$ cat src/rtl/lsu_access_ctrl.sv
// Word-aligned LSU access sequencer: lane masks, store shifting, split
// accesses across word boundaries and load merge/extension.
module lsu_access_ctrl #(
    parameter bit ALLOW_MISALIGNED = 1'b1
) (
    input  logic        i_clk,
    input  logic        i_reset,
    input  logic        i_req_valid,
    output logic        o_req_ready,
    input  logic [31:0] i_req_addr,
    input  logic [31:0] i_req_wdata,
    input  logic        i_req_wren,
    input  logic [1:0]  i_req_size,
    input  logic        i_req_signed,
    output logic        o_rsp_valid,
    output logic [31:0] o_rsp_rdata,
    output logic        o_rsp_err,
    output logic        o_rsp_split,
    output logic [31:0] o_lsu_addr,
    output logic [31:0] o_lsu_st_data,
    output logic        o_lsu_wren,
    output logic [3:0]  o_lsu_load_type,
    output logic        o_lsu_load_signed,
    input  logic [31:0] i_lsu_ld_data
);
    typedef enum logic [1:0] {IDLE, ACC1, ACC2} state_t;

    state_t      r_state, w_next;
    logic [31:0] r_addr0, r_data0, r_data1, r_w0, r_rsp_rdata;
    logic [3:0]  r_mask0, r_mask1;
    logic [1:0]  r_k, r_size;
    logic        r_signed, r_wren, r_split;
    logic        r_rsp_valid, r_rsp_err, r_rsp_split;

    logic [7:0]  w_pat, w_lanes;
    logic [5:0]  w_sh_in, w_sh;
    logic [31:0] w_lo, w_hi, w_merged, w_ext;
    logic        w_accept, w_cross, w_reject, w_done;

    always_comb begin
        case (i_req_size)
            2'd0:    w_pat = 8'h01;
            2'd1:    w_pat = 8'h03;
            default: w_pat = 8'h0F;
        endcase
    end

    // Low nibble is the first word's lanes, high nibble spills into the next
    assign w_lanes  = w_pat << i_req_addr[1:0];
    assign w_cross  = |w_lanes[7:4];
    assign w_accept = i_req_valid && (r_state == IDLE);
    assign w_reject = w_accept && w_cross && !ALLOW_MISALIGNED;
    assign w_sh_in  = {1'b0, i_req_addr[1:0], 3'b000};
    assign w_sh     = {1'b0, r_k, 3'b000};
    assign w_done   = (r_state == ACC1 && !r_split) || (r_state == ACC2);

    assign w_lo     = (r_state == ACC2) ? r_w0 : i_lsu_ld_data;
    assign w_hi     = (r_state == ACC2) ? i_lsu_ld_data : 32'h0;
    assign w_merged = (w_lo >> w_sh) | (w_hi << (6'd32 - w_sh));

    always_comb begin
        case (r_size)
            2'd0:    w_ext = {{24{r_signed & w_merged[7]}}, w_merged[7:0]};
            2'd1:    w_ext = {{16{r_signed & w_merged[15]}}, w_merged[15:0]};
            default: w_ext = w_merged;
        endcase
    end

    always_comb begin
        w_next = r_state;
        case (r_state)
            IDLE:    if (w_accept && !w_reject) w_next = ACC1;
            ACC1:    w_next = r_split ? ACC2 : IDLE;
            ACC2:    w_next = IDLE;
            default: w_next = IDLE;
        endcase
    end

    always_ff @(posedge i_clk or posedge i_reset) begin
        if (i_reset) r_state <= IDLE;
        else         r_state <= w_next;
    end

    always_ff @(posedge i_clk or posedge i_reset) begin
        if (i_reset) begin
            r_addr0     <= 32'h0;
            r_data0     <= 32'h0;
            r_data1     <= 32'h0;
            r_w0        <= 32'h0;
            r_mask0     <= 4'h0;
            r_mask1     <= 4'h0;
            r_k         <= 2'd0;
            r_size      <= 2'd0;
            r_signed    <= 1'b0;
            r_wren      <= 1'b0;
            r_split     <= 1'b0;
            r_rsp_valid <= 1'b0;
            r_rsp_rdata <= 32'h0;
            r_rsp_err   <= 1'b0;
            r_rsp_split <= 1'b0;
        end else begin
            r_rsp_valid <= 1'b0;
            r_rsp_rdata <= 32'h0;
            r_rsp_err   <= 1'b0;
            r_rsp_split <= 1'b0;
            if (w_accept) begin
                r_addr0  <= {i_req_addr[31:2], 2'b00};
                r_k      <= i_req_addr[1:0];
                r_size   <= i_req_size;
                r_signed <= i_req_signed;
                r_wren   <= i_req_wren;
                r_split  <= w_cross;
                r_mask0  <= w_lanes[3:0];
                r_mask1  <= w_lanes[7:4];
                r_data0  <= i_req_wdata << w_sh_in;
                r_data1  <= i_req_wdata >> (6'd32 - w_sh_in);
            end
            if (w_reject) begin
                r_rsp_valid <= 1'b1;
                r_rsp_err   <= 1'b1;
            end
            if (r_state == ACC1) r_w0 <= i_lsu_ld_data;
            if (w_done) begin
                r_rsp_valid <= 1'b1;
                r_rsp_split <= r_split;
                r_rsp_rdata <= r_wren ? 32'h0 : w_ext;
            end
        end
    end

    always_comb begin
        o_lsu_addr    = 32'h0;
        o_lsu_st_data = 32'h0;
        o_lsu_wren    = 1'b0;
        o_lsu_load_type = 4'h0;
        case (r_state)
            ACC1: begin
                o_lsu_addr      = r_addr0;
                o_lsu_st_data   = r_data0;
                o_lsu_wren      = r_wren;
                o_lsu_load_type = r_mask0;
            end
            ACC2: begin
                o_lsu_addr      = r_addr0 + 32'd4;
                o_lsu_st_data   = r_data1;
                o_lsu_wren      = r_wren;
                o_lsu_load_type = r_mask1;
            end
            default: ;
        endcase
    end

    assign o_req_ready       = (r_state == IDLE);
    assign o_lsu_load_signed = 1'b0;
    assign o_rsp_valid       = r_rsp_valid;
    assign o_rsp_rdata       = r_rsp_rdata;
    assign o_rsp_err         = r_rsp_err;
    assign o_rsp_split       = r_rsp_split;
endmodule

$ cat config.mk
export PLATFORM = sky130hd
export DESIGN_NAME = lsu_access_ctrl
export DESIGN_NICKNAME = d
export VERILOG_FILES = /design/src/rtl/lsu_access_ctrl.sv
export SDC_FILE = /design/constraint.sdc
export NUM_CORES = 1
export LEC_CHECK = 0
export CAP_MARGIN = 30
export CORE_ASPECT_RATIO = 1.4
export CORE_MARGIN = 2
export CORE_UTILIZATION = 50
export CTS_BUF_LIST = sky130_fd_sc_hd__clkbuf_2
export DETAILED_ROUTE_END_ITERATION = 6
export PLACE_DENSITY = 0.87
export SYNTH_ARGS = -nofsm -noshare
export SYNTH_HDL_FRONTEND = slang
export SYNTH_SLANG_ARGS = --single-unit
export TNS_END_PERCENT = 10
$ cat constraint.sdc
create_clock -name i_clk -period 8.2 [get_ports i_clk]
set_clock_uncertainty 0.2 [all_clocks]
set_input_delay 0.82 -clock i_clk [delete_from_list [all_inputs] [get_ports i_clk]]
set_output_delay 0.82 -clock i_clk [all_outputs]
set_load 0.02 [all_outputs]
==> flow_summary.ini <==
[clocking]
root_buffer = clkbuf_2
ctsResizeCount = 0
htree_levels = 4
cts_sinks = 176
insertion_delay_ps = 740
cts_buffer_depth = 2
cts_hold_buf = 0
cts_tree = yes
cts_buffers = 17
clk_pin_slew_ps = 260
postCtsSetupRepairBufs = 0

[sta]
fin_crit_ps = 4750
period_share = 0.579
rsz0062_at_grt = no
slew_viol_final = 0
slew_headroom = 0.371
tightest_slew_ps = 941
finalSetupTns_ps = 0
max_freq_mhz = 211
setup_viol = 0
hold_viol_final = 0

[power]
max-vdd-ir-drop_mv = 0.173
power.leakage_nw = 5.20
powerDensity_mw_per_mm2 = 357

[floorplan]
start_util = 0.506
die_y_um = 174
ios = 209
die_x_um = 125
die_area_mm2 = 0.0217
core_mm2 = 0.0203
core.rowCount = 62

[route]
drt-vias-per-instance = 6.42
vias = 9126
ant_nets = 0
dr.first_iter.drc_count = 967
post-route-drc-count = 0
routed_wl_mm = 29.1
first_pass_iters = 7
wl_per_cell_um = 20.5

[grt]
grt_util_all_layers = 0.267
grt-ovfl-total = 0
grt_pass1_wl_mm = 46.7
grt_pass1_vias = 8847
antenna_found_initial = 2
grt_max_degree = 98

[critical_path]
critPathLaunchType = flip-flop
crit_type = reg2out
cp_data_required_time_ps = 7180
slowest_stage = clkdlybuf4s50_1
critPathMaxStageDelay_ps = 660
crit_fanout = 57
crit_chain = inv_1, ha_2, buf_12, and2_2, buf_4, nand3_1, o31ai_1, clkdlybuf4s50_1
worstSetupEndpointType = primary output
arrival_ps = 3730

[synthesis]
synth_top_area_share = 0.428
synth_cell_type_count = 65
synth-edff-count = 0
netlist_instances = 997
yosysWarnings = 0
ys_ff_latch = 176
syn-cell-area_mm2 = 0.0103
yosysTopAreaCell = dfrtp_1
seq_area_frac_synth = 0.428
synth.most_common_cell = dfrtp_1
ys_top_cells_by_area = dfrtp_1 43%, mux2_2 8.1%, mux2i_1 6.9%
synth-main-ff-cell = dfrtp_1
ys_top_cells_by_count = 176 x dfrtp_1, 139 x nand2_1, 74 x mux2_2, 71 x mux2i_1, 68 x o21ai_0
syn_avg_cell_area_um2 = 10.3
ys_async_sr_fraction = 1.00

[job]
maxCapViolations = 0

[finish]
final_core_util = 0.624
area_growth_pct = 23.4
layout-drive-gt1-share = 0.143
ff_latch_area_mm2 = 0.00441
fillers = 1666
multi_input_area_mm2 = 0.00544
nNetsFinal = 1260

[placed_design]
gp_congestion = 0.911
place_hpwl_mm = 20.5
portBuffers = 204

[min_path]
hold_class = reg2reg

[run_status]
status = finished, final reports clean
worst paths after layout:
| check | startpoint | endpoint | slack, ps | depth (start not counted) |
|---|---|---|---|---|
| max in group asynchronous | i_reset | r_mask0[3] | 6240 | 4 |
| hold / removal | r_mask1[1] | r_mask1[1] | 320 | 1 |
| setup reg to reg | r_k[1] | o_rsp_rdata[0] | 4400 | 7 |
| hold reg to reg | r_mask1[1] | r_mask1[1] | 320 | 1 |
| setup / recovery | r_state[0] | o_lsu_addr[11] | 3450 | 8 |
| min in group asynchronous | i_reset | r_data0[21] | 360 | 2 |
stage by stage:
step,hold slack (ps),setup WS (ps),area [µm²],total power [mW],std cells
floorplan,240,2410,10300,3.22,1000
global placement,259,3710,12300,3.93,1380
detailed placement,272,3670,12400,4.04,1386
CTS,324,2740,12600,4.51,1418
global route,312,3170,12700,4.80,1422
finish,321,3450,12700,4.53,1422
cell usage in the layout (no fill, tap or decap), types with 6 or more instances in the layout:
master           netlist  routed
o22ai_1                9       9
a22oi_1                9       9
mux4_2                21      21
clkbuf_2               0      17
a31oi_1               25      25
mux2i_1               71      71
a22o_1                61      61
nor2_1                25      25
inv_1                  7       6
o31ai_1               10      10
dfrtp_1              176     175
a211oi_1              16      16
o311ai_0               6       6
a32o_1                 8       8
nor2b_1               12      12
o21ai_0               68      68
mux2_2                74      74
a21oi_1               24      24
and3_1                 6       6
clkdlybuf4s50_1        0     203
buf_4                 10      10
and2_1                10       7
o2bb2ai_1              8       8
nand3_1               18      18
nand2b_1               7       7
and4_1                 6       6
nor3_1                19      19
nand2_1              139     138
nand4_1                8       8
inv_6                  0       6
cells by family (layout without fill, tap and decap cells):
group | after synthesis | count (layout) | synth area share
AO/OA/AOI/OAI | 280 | 280 | 0.196
XOR/XNOR | 2 | 2 | 0.00170
adder cells (fa/ha/maj) | 6 | 6 | 0.00730
buffers and inverters | 98 | 262 | 0.0443
flip-flops | 176 | 176 | 0.428
multiplexers | 166 | 166 | 0.196
other | 1 | 6 | 0.000365
AND/OR/NAND/NOR | 268 | 268 | 0.126
worst max-delay path, delay by kind of cell, from the launching register on:
| family | cells | cell delay (ps) |
|---|---|---|
| and+or+nand+nor | 2 | 430 |
| DFF | 1 | 460 |
| adders and majority gates | 1 | 200 |
| AOI/OAI and AO/OA | 1 | 300 |
| buffers and inverters | 4 | 1520 |
sequential cells by signal, indices dropped and copies added (netlist names):
register     cells
r_data0         32
o_rsp_valid      1
r_mask0          4
r_wren           1
r_size           2
o_rsp_rdata     32
r_data1         32
r_w0            32
o_rsp_split      1
r_signed         1
r_split          1
r_addr0         30
r_mask1          3
r_k              2
r_state          2
layout make-up:
type | instances | share of cell area
Clock inverter | 15 | 0.0127
Tap cell | 256 | 0.0252
Clock buffer | 17 | 0.00671
Timing Repair Buffer | 220 | 0.175
Multi-Input combinational cell | 726 | 0.429
Inverter | 10 | 0.00335
Antenna cell | 2 | 0.000395
Sequential cell | 176 | 0.347
power breakdown:
part           internal [mW]  switching, mW  leakage (nW)
clock                  0.126          0.347         0.142
combinational           1.16           1.32          2.84
sequential              1.24          0.329          2.21
routing by layer:
| layer | up-vias | track usage | wire, µm |
|---|---|---|---|
| li1 | 4051 | - | - |
| met5 | - | 0 | 0 |
| met4 | 0 | 0.141 | 1370 |
| met3 | 101 | 0.0543 | 2270 |
| met2 | 535 | 0.446 | 14700 |
| met1 | 4439 | 0.325 | 10800 |
(Power assumes the default switching activity.)
